File: src/rtl/key_input_frontend.sv
// Key/switch front end: 2-flop sync, per-key debounce, press pulses, and a valid/ready
// capture of sw into din. Define KEY_AUTOREPEAT_EN to add held-key auto-repeat pulses.
module key_input_frontend #(
  parameter int NUM_KEYS        = 4,
  parameter int DATA_W          = 8,
  parameter int DEBOUNCE_CYCLES = 1000000,
  parameter int CAPTURE_KEY     = 0,
  parameter int REPEAT_DELAY    = 25000000,
  parameter int REPEAT_PERIOD   = 10000000
) (
  input  logic                clk,
  input  logic                reset,
  input  logic [NUM_KEYS-1:0] key_n,
  input  logic [DATA_W-1:0]   sw,
  output logic [NUM_KEYS-1:0] gpi,
  output logic [NUM_KEYS-1:0] press,
  output logic [DATA_W-1:0]   din,
  output logic                din_valid,
  input  logic                din_ready,
  output logic                overrun
);

  typedef enum logic {IDLE, HOLD} state_t;

  localparam int CNT_W = $clog2(DEBOUNCE_CYCLES);
  localparam logic [CNT_W-1:0] CNT_LAST = CNT_W'(DEBOUNCE_CYCLES - 1);

  generate
    if (DEBOUNCE_CYCLES < 2 || REPEAT_DELAY < 1 || REPEAT_PERIOD < 1 ||
        CAPTURE_KEY < 0 || CAPTURE_KEY >= NUM_KEYS) begin : g_bad_cfg
      $error("key_input_frontend: illegal parameter combination");
    end
  endgenerate

  logic [NUM_KEYS-1:0] key_meta, key_sync, key_level;
  logic [NUM_KEYS-1:0] deb_done, rise, press_next;
  logic [DATA_W-1:0]   sw_meta, sw_sync;
  logic [CNT_W-1:0]    db_cnt [NUM_KEYS];
  state_t              state, state_next;
  logic                load_din, set_overrun, cap;

  // Synchronizers reset to "released" for keys so a key held through reset must debounce as a press.
  always_ff @(posedge clk or posedge reset) begin
    if (reset) begin
      key_meta <= '1;
      key_sync <= '1;
      sw_meta  <= '0;
      sw_sync  <= '0;
    end else begin
      key_meta <= key_n;
      key_sync <= key_meta;
      sw_meta  <= sw;
      sw_sync  <= sw_meta;
    end
  end

  assign key_level = ~key_sync;

  always_comb begin
    deb_done = '0;
    for (int i = 0; i < NUM_KEYS; i++) begin
      deb_done[i] = (key_level[i] != gpi[i]) && (db_cnt[i] == CNT_LAST);
    end
  end

  assign rise = deb_done & ~gpi;

  always_ff @(posedge clk or posedge reset) begin
    if (reset) begin
      gpi <= '0;
      for (int i = 0; i < NUM_KEYS; i++) begin
        db_cnt[i] <= '0;
      end
    end else begin
      gpi <= gpi ^ deb_done;
      for (int i = 0; i < NUM_KEYS; i++) begin
        if (key_level[i] == gpi[i] || deb_done[i]) begin
          db_cnt[i] <= '0;
        end else begin
          db_cnt[i] <= db_cnt[i] + 1'b1;
        end
      end
    end
  end

`ifdef KEY_AUTOREPEAT_EN
  localparam int REP_MAX = (REPEAT_DELAY > REPEAT_PERIOD) ? REPEAT_DELAY : REPEAT_PERIOD;
  localparam int REP_W   = $clog2(REP_MAX + 1);
  localparam logic [REP_W-1:0] DELAY_LAST  = REP_W'(REPEAT_DELAY - 1);
  localparam logic [REP_W-1:0] PERIOD_LAST = REP_W'(REPEAT_PERIOD - 1);

  logic [REP_W-1:0]    rep_cnt [NUM_KEYS];
  logic [NUM_KEYS-1:0] rep_first, rep_fire;

  // A repeat is suppressed in the cycle the key is debouncing back to released.
  always_comb begin
    rep_fire = '0;
    for (int i = 0; i < NUM_KEYS; i++) begin
      rep_fire[i] = gpi[i] && !deb_done[i] &&
                    (rep_cnt[i] == (rep_first[i] ? DELAY_LAST : PERIOD_LAST));
    end
  end

  always_ff @(posedge clk or posedge reset) begin
    if (reset) begin
      rep_first <= '1;
      for (int i = 0; i < NUM_KEYS; i++) begin
        rep_cnt[i] <= '0;
      end
    end else begin
      for (int i = 0; i < NUM_KEYS; i++) begin
        if (!gpi[i] || deb_done[i]) begin
          rep_cnt[i]   <= '0;
          rep_first[i] <= 1'b1;
        end else if (rep_fire[i]) begin
          rep_cnt[i]   <= '0;
          rep_first[i] <= 1'b0;
        end else begin
          rep_cnt[i] <= rep_cnt[i] + 1'b1;
        end
      end
    end
  end

  assign press_next = rise | rep_fire;
`else
  assign press_next = rise;
`endif

  always_ff @(posedge clk or posedge reset) begin
    if (reset) begin
      press <= '0;
    end else begin
      press <= press_next;
    end
  end

  assign cap = press[CAPTURE_KEY];

  always_comb begin
    state_next  = state;
    load_din    = 1'b0;
    set_overrun = 1'b0;
    case (state)
      IDLE: begin
        if (cap) begin
          load_din   = 1'b1;
          state_next = HOLD;
        end
      end
      HOLD: begin
        if (din_ready) begin
          if (cap) begin
            load_din = 1'b1;
          end else begin
            state_next = IDLE;
          end
        end else if (cap) begin
          set_overrun = 1'b1;
        end
      end
      default: state_next = IDLE;
    endcase
  end

  always_ff @(posedge clk or posedge reset) begin
    if (reset) begin
      state   <= IDLE;
      din     <= '0;
      overrun <= 1'b0;
    end else begin
      state <= state_next;
      if (load_din) begin
        din <= sw_sync;
      end
      if (set_overrun) begin
        overrun <= 1'b1;
      end
    end
  end

  assign din_valid = (state == HOLD);

endmodule

File: config.mk
export PLATFORM = sky130hd
export DESIGN_NAME = key_input_frontend
export DESIGN_NICKNAME = d
export VERILOG_FILES = /design/src/rtl/key_input_frontend.sv
export SDC_FILE = /design/constraint.sdc
export NUM_CORES = 1
export LEC_CHECK = 0
export BUFFER_PORTS_ARGS = -buffer_cell sky130_fd_sc_hd__buf_4
export CAP_MARGIN = 10
export CORE_UTILIZATION = 60
export CTS_BUF_LIST = sky130_fd_sc_hd__clkbuf_8 sky130_fd_sc_hd__clkbuf_16
export CTS_CLUSTER_SIZE = 24
export DETAILED_ROUTE_END_ITERATION = 6
export GPL_TIMING_DRIVEN = 0
export PLACE_DENSITY = 0.89
export SYNTH_ARGS = -nofsm -noshare
export SYNTH_HDL_FRONTEND = slang
export SYNTH_SLANG_ARGS = --single-unit
File: constraint.sdc
create_clock -name clk -period 4.6 [get_ports clk]
set_input_delay 0.46 -clock clk [delete_from_list [all_inputs] [get_ports clk]]
set_output_delay 0.46 -clock clk [all_outputs]
set_load 0.02 [all_outputs]
After elaboration in Yosys (flattened, before gate mapping). Index checks and enable logic that the tools add are counted.

Bits in registers: 122. Input port bits: 15. Output and inout bits: 18. Logic and storage cells: 53.

Add/subtract/negate cells: 4. Eq/ne operators: 12. Multiplexer cells: 11. Bitwise operators: 5. Reduce and logical (&&, ||, !) cells: 8.

Operators by type and width (count): adder 20 x 1 -> 20 bit, second input constant (4); equality test 20 bit, second input constant (4); 2-to-1 mux 20 bit (4); NOT 4 bit (2); 2-to-1 mux 1 bit (5); bitwise AND 4 bit (1); equality test 1 bit (4); logical AND 1 bit (4); logical OR 1 bit (4); inequality test 1 bit (4); one-hot mux 1 bit (2 select lines) (2); XOR 4 bit (1); NOT 1 bit (1).

Logic depth before layout (Yosys ltp). Gate-level depths: netlist of run 1.

Depth after elaboration: 5. Mapped depth: 7. Depth with buffers taken out: 7.

Worst setup path after synthesis of run 1. OpenSTA, ideal clock, no wires.

Path kind: reg2reg. From: reg db_cnt[48] (netlist name). To: reg gpi[1]. Library setup time: 0.063 ns. Arrival time: 2.237 ns. Required time: 4.537 ns. Setup slack: 2.300 ns. Cell stages (with the launch flop): 7. Buffers on the path: 0. Cells stage by stage: dfrtp_1 > or4b_1 > or4_4 > or4_1 > nor2_1 > ha_1 > inv_1.

Longest elaborated chain between the ends: 3.

Ends and longest elaborated chain: start: declaration (RTL line 38) `logic [CNT_W-1:0] db_cnt [NUM_KEYS];`; start signal: indexed assignment (RTL line 80) `db_cnt[i] <= db_cnt[i] + 1'b1;`; equality test 20 bit (RTL line 62) `deb_done[i] = (key_level[i] != gpi[i]) && (db_cnt[i] == CNT_LAST);`; logical AND 1 bit (RTL line 62); XOR 4 bit (RTL line 75) `gpi <= gpi ^ deb_done;`; end signal: assignment (RTL line 75); end: declaration (RTL line 15) `output logic [NUM_KEYS-1:0] gpi,`.

No other way between the ends. A chain may end at the register's enable or synchronous reset.

Final worst setup path of run 1.
From: reg db_cnt[48] (netlist name). To: reg db_cnt[46] (netlist name).

Longest elaborated chain between the ends: 4.

Ends and longest elaborated chain: equality test 20 bit (RTL line 62); logical AND 1 bit (RTL line 62); logical OR 1 bit (RTL line 77) `if (key_level[i] == gpi[i] || deb_done[i]) begin`; 2-to-1 mux 20 bit (RTL line 77).

No other way between the ends.

==> metrics.csv, run 1 <==
metric,value,unit
status,"finished, final reports clean",
register area share after synthesis,57.7,%
Layout Cells excl Fill,655,
# placed instances,622,
n_diodes,0,
WHS Path Cells,1,
Yosys cell types,35,
IO Pins,33,
combinational share of power,2.8,%
clock edge transition at the registers on the reported setup and hold paths,0.06,ns
xor/xnor share of the synthesized area,9.74,%
CP peak stage delay,0.66,ns
Buf/Inv on CP,1,
Compound-Gate Fraction of Synth Area,5.16,%
Hold Path End,key_meta[0]$_DFF_PP1_,
period utilization,54.4,%
Core Footprint,0.00838,sq mm
crit start category,register,
Worst Reg-to-Reg Cells,5,
Die W,96.0,um
TritonCTS Buffers,17,
Final Hold Vio Count,0,
postcts setup bufs,0,
most frequent cells in the layout,"dfrtp_1 (114), nor2_1 (70), xnor2_1 (39), buf_4 (32), nand3_1 (25)",
"area leader, netlist",dfrtp_1,
final setup vio count,0,
RSZ-0062 raised after global routing,false,
Layout area overhead,18.9,%
critical path capture point type,register,
Post-DP HPWL,6.71,mm
Die Area,0.00922,sq mm
fillcell total,522,
Final ANT Viol Nets,0,
drt via density,6.03,
Clock Skews,0.00502,ns
Total Neg Setup Slack,0,ns
PwrDens,395,mW/mm^2
Port Buffer Count,32,
DR vias,3951,
largest net degree at the start of global routing,104,
Syn Std Cell Area,0.00531,sq mm
Top delay family on crit path,simple AND/OR/NAND/NOR gates,
worst skew pair latency,0.52,ns
Final Max Slew Viols,0,
CP Data Required Time,5.00,ns
Adder-Cell Fraction of Synth Area,1.89,%
Avg Synthesized Cell Area,11.0,sq um
Internal Power,1.92,mW
r2r setup slk,2.10,ns
largest family of logic cells by synthesized area,simple AND/OR/NAND/NOR gates,
initial core utilization,63.3,%
RD Place Congestion,0.893,
Relative slew margins,56.3,%
GRT Residual Overflow,0,
sequential group share of total power,44.5,%
Clock Path Buffers,2,
Avg WL per Cell,16.8,um
crit path time final,2.50,ns
Initial DRC Count,197,
Sink Count,122,
die height,96.0,um
Clk pwr share,52.7,%
max frequency,0.400,GHz
Overall Global Routing Usage,27.5,%
CP arrival,2.90,ns
layout cell share with drive strength beyond 1,17.1,%
Worst Min Path Start,key_n[0],
Clock Root Buffer,clkbuf_8,
syn nets,507,
Nets,560,
mux share of post-synthesis cell area,1.70,%
Lkg Pwr,2.70,nW
crit path max fanout,10,
Hold Crit Class,input port to register,
Row Count,33,
Synth top area share,53.8,%
Yosys reg bits,122,
first-pass GRT wire length,18.8,mm
Worst-Margin Slew,0.650,ns
vias in the first global route,4070,
CP Class,register to register,
synth warn,0,
Worst R2R Start,db_cnt[48]$_DFF_PP0_,
switching power,0.572,mW
Pre-antenna DRT Iters,4,
antenna violations before repair,0,
Sw Share,23.0,%
final WL,11.0,mm
VDD IR-drop max,0.319,mV
max-cap viol count,0,
drc violations,0,
crit-path cells,"or4b_1, or4_4, o41ai_4, buf_6, nor2_1",
"commonest non-fill, non-tap cell in the layout",dfrtp_1,
dominant cells by area after synthesis,"dfrtp_1 (54%), xnor2_1 (6.4%), nor2_1 (5.0%), dfstp_2 (4.0%), xor2_1 (3.3%)",
H-tree levels,4,
simple-gate share of the synthesized area,21.4,%
Mapped Cells,484,
CP max-delay cell,o41ai_4,
CTS tree,done,
Reg2Reg Capture Point,db_cnt[46]$_DFF_PP0_,
[synthesized netlist by cell type (all sizes together)]
library cell and n:
a21oi 18, a31o 3, a41o 1, and3 5
and4 5, and4b 2, buf 1, clkbuf 9
dfrtp 114, dfstp 8, ha 8, inv 22
mux2 8, nand2 24, nand2b 2, nand3 25
nand4 19, nor2 70, nor2b 1, nor3 16
nor4 10, nor4bb 3, o21ai 6, o21bai 1
o31ai 11, o41ai 1, or2 2, or3 8
or4 15, or4b 5, or4bb 2, xnor2 39
xor2 20
[worst max-delay path by stage]
| stage | startpoint | end | depth (start not counted) |
|---|---|---|---|
| finish | db_cnt[48]$_DFF_PP0_ | db_cnt[46]$_DFF_PP0_ | 5 |
| global route | db_cnt[48]$_DFF_PP0_ | db_cnt[46]$_DFF_PP0_ | 5 |
| CTS | db_cnt[48]$_DFF_PP0_ | db_cnt[49]$_DFF_PP0_ | 5 |
| detailed placement | db_cnt[48]$_DFF_PP0_ | db_cnt[49]$_DFF_PP0_ | 5 |
| global placement | reset | db_cnt[11]$_DFF_PP0_ | 2 |
| floorplan | reset | db_cnt[0]$_DFF_PP0_ | 1 |
[routing by layer]
metal | wire [um] | part of all wire, % | GRT usage [%] | vias up
met1 | 4450 | 40 | 32.2 | 1985
li1 | - | - | - | 1811
met4 | 269 | 2.4 | 12.3 | 0
met5 | 0 | 0 | 0 | -
met2 | 5700 | 52 | 46.7 | 128
met3 | 577 | 5.2 | 8.37 | 27
[timing repair]
action,in CTS,in global routing
setup endpoints to repair,0,0
hold buffers,1,0
hold endpoints to repair,17,0
gates resized for setup,0,0
[sequential cells by signal (all words and copies together), names as in the netlist]
| register | cells |
|---|---|
| key_sync | 4 |
| overrun | 1 |
| sw_meta | 8 |
| key_meta | 4 |
| din_valid | 1 |
| din | 8 |
| db_cnt | 80 |
| sw_sync | 8 |
| gpi | 4 |
| press | 4 |
[kinds of logic after synthesis]
family                   after synthesis
AND/OR/NAND/NOR                      214
flip-flops                           122
XOR/XNOR                              59
AO/OA/AOI/OAI                         41
buffers and inverters                 32
multiplexers                           8
adder cells (fa/ha/maj)                8
[final cells by class]
cell class | count | area (sq um) | area share [%]
Buffer | 10 | 45.0 | 0.714
Clock buffer | 18 | 428 | 6.78
Sequential cell | 122 | 3060 | 48.5
Multi-Input combinational cell | 330 | 2120 | 33.5
Timing Repair Buffer | 34 | 278 | 4.40
Tap cell | 105 | 131 | 2.08
Inverter | 22 | 87.6 | 1.39
Clock inverter | 14 | 163 | 2.58
[power by group through the flow]
stage / sequential (mW) / clock [mW] / combinational [mW]
4_1_cts: 1.11 / 1.33 / 0.0713
5_1_grt: 1.11 / 1.38 / 0.0801
3_5_place_dp: 1.13 / 0 / 0.0690
2_1_floorplan: 1.12 / 0 / 0.0441
6_report: 1.11 / 1.31 / 0.0695
3_3_place_gp: 1.13 / 0 / 0.0633
[stage by stage]
step / utilization (%) / hold WS, ns / setup slack [ns] / power [mW] / area (sq um)
after CTS: 75.3 / 0.0243 / 2.11 / 2.51 / 6310
final: 75.3 / 0.0428 / 2.10 / 2.49 / 6310
after floorplan: - / 0.331 / 0.911 / 1.17 / 5310
after detailed placement: 68.1 / 0.336 / 2.13 / 1.20 / 5710
after global placement: 67.7 / 0.332 / -0.236 / 1.19 / 5680
after global routing: 75.3 / 0.0120 / 1.99 / 2.57 / 6310
Note: power is estimated with default switching activity, not from simulation.
==> inputs of run 2 (changes only) <==
- CORE_UTILIZATION: 60 -> 54
- PLACE_DENSITY: 0.89 -> 0.85
- clock period: 4.6 -> 2.3 ns (I/O delays scaled with it)
==> metrics.csv, run 2 (same netlist as run 1, synthesis figures left out) <==
metric,value,unit,change
crit path time final,2.19,ns,-0.307 ns
largest net degree at the start of global routing,43,,-59%
Final ANT Viol Nets,0,,unchanged
Clock Path Buffers,2,,unchanged
crit start category,register,,
Final Core Density,69.9,%,-5.3 points
layout cell share with drive strength beyond 1,19.3,%,+2.2 points
GRT Residual Overflow,0,,unchanged
max-cap viol count,0,,unchanged
PwrDens,767,mW/mm^2,+94%
CP Data Required Time,2.69,ns,-2.31 ns
Hold Path End,din_valid$_DFF_PP0_,,
IO Pins,33,,unchanged
Worst Reg-to-Reg Cells,6,,+1
Core Footprint,0.00937,sq mm,+12%
Avg WL per Cell,17.2,um,+2.6%
Worst Min Path Start,din_ready,,
Final Power,5.02,mW,+100%
period utilization,95.4,%,+41 points
initial core utilization,56.6,%,-6.7 points
Final Max Slew Viols,0,,unchanged
fillcell total,638,,+22%
WHS Path Cells,3,,+2
Overall Global Routing Usage,26.2,%,-1.4 points
drc violations,0,,unchanged
Layout area overhead,23.5,%,
Reg2Reg Capture Point,db_cnt[51]$_DFF_PP0_,,
most frequent cells in the layout,"dfrtp_1 (112), nor2_1 (69), buf_4 (41), xnor2_1 (39)",,
Pre-antenna DRT Iters,5,,+1
Final Hold Vio Count,0,,unchanged
r2r setup slk,0.11,ns,-1.99 ns
Port Buffer Count,32,,unchanged
CP most frequent cell,buf_4,,
Worst-Margin Slew,0.907,ns,+0.258 ns
worst skew pair latency,0.52,ns,about the same
final setup vio count,0,,unchanged
Row Count,35,,+6.1%
Top delay family on crit path,simple AND/OR/NAND/NOR gates,,
H-tree levels,4,,unchanged
Initial DRC Count,296,,+50%
final WL,12.1,mm,+9.7%
Die Area,0.0102,sq mm,+11%
critical path capture point type,register,,
CP arrival,2.59,ns,-0.31 ns
Die W,101,um,+5.3%
Hold Crit Class,input port to register,,
register bank with the most flops,db_cnt,,
n_diodes,0,,unchanged
Clock Root Buffer,clkbuf_8,,
CP peak stage delay,0.51,ns,-0.15 ns
Layout Cells excl Fill,700,,+6.9%
Multi-input gate area,0.00212,sq mm,+0.41%
CTS tree,done,,
DR vias,4114,,+4.1%
Relative slew margins,39.4,%,-17 points
Sink Count,122,,unchanged
drt via density,5.88,,-2.6%
vias in the first global route,4235,,+4.1%
Post-DP HPWL,7.24,mm,+7.8%
CP max-delay cell,or4b_1,,
Lkg Pwr,2.83,nW,+4.6%
VDD IR-drop max,0.465,mV,+46%
die height,101,um,+5.3%
crit-path cells,"or4b_1, or4_4, buf_4, o41ai_4, buf_4, a21oi_1",,
number of flip-flops under the largest register name,80,,unchanged
RD Place Congestion,0.868,,-2.7%
Nets,582,,+3.9%
antenna violations before repair,0,,unchanged
crit path max fanout,4,,-6
max frequency,0.456,GHz,+14%
# placed instances,647,,+4.0%
RSZ-0062 raised after global routing,false,,
TritonCTS Buffers,17,,unchanged
Clock Skews,0.00960,ns,+0.00458 ns
first-pass GRT wire length,20.3,mm,+8.1%
Critical Path Start,db_cnt[48]$_DFF_PP0_,,
"commonest non-fill, non-tap cell in the layout",dfrtp_1,,
Worst R2R Start,db_cnt[48]$_DFF_PP0_,,
Buf/Inv on CP,2,,+1
CP Class,register to register,,
clock edge transition at the registers on the reported setup and hold paths,0.06,ns,about the same
status,"finished, final reports clean",,
FF/Latch Area,0.00307,sq mm,about the same
## run 2: cell count changes in the layout (fill, tap and decap cells not counted), sizes merged
cell and delta:
dlygate4sd3 +12, buf +10, inv -3, clkbuf +2, bufinv +1, clkinv -1
## run 2: per-stage QoR
step	area [sq um]	TNS (ns)	worst slack, ns	hold WS (ns)
after floorplan	5310	0	0.000261	0.234
after global placement	5710	-13.00	-0.164	0.333
after detailed placement	5750	-2.17	-0.190	0.338
after CTS	6510	0	0.0197	0.0161
after global routing	6560	0	0.0141	0.0499
final	6560	0	0.106	0.0235
## run 2: worst max-delay path by stage
stage	end	slack [ns]	depth (start not counted)
2_1_floorplan	gpi[1]$_DFF_PP0_	0.0003	6
3_3_place_gp	db_cnt[49]$_DFF_PP0_	-0.16	5
3_5_place_dp	db_cnt[49]$_DFF_PP0_	-0.19	5
4_1_cts	gpi[1]$_DFF_PP0_	0.02	6
5_1_grt	db_cnt[51]$_DFF_PP0_	0.01	6
6_report	db_cnt[51]$_DFF_PP0_	0.11	6
## run 2: power breakdown
group	internal (mW)	switching, mW
clock	1.71	0.928
combinational	0.0694	0.0973
sequential	2.19	0.0262
## run 2: worst reg2reg max path: cells and delay by family (launching register included)
kind / cells / cell delay [ns]
AOI/OAI and AO/OA: 2 / 0.38
and+or+nand+nor: 2 / 0.94
buffers and inverters: 2 / 0.37
DFF: 1 / 0.40
## run 2: final cells by class
cell class	instances	area share, %
inverter	22	1.32
clock inverter	11	2.00
clock buffer	20	6.95
timing repair buffer	56	7.29
sequential	122	46.8
tap	129	2.46
multi-input combinational	330	32.4
buffer	10	0.802
## run 2: per-layer routing
layer  global-route usage (%)  vias up  routed length [um]
met5                        0        -                   0
met4                     13.7        0                 371
met3                     5.87       43                 574
met2                     43.1      155                6160
met1                     32.6     2074                4950
li1                         -     1842                   -
## run 2: repair_timing
item	4_1_cts	5_1_grt
resized for setup	3	14
hold endpoints to repair	48	0
hold buffers	13	0
endpoints found under the setup margin	20	56
pin swaps	3	2
setup buffers	5	4
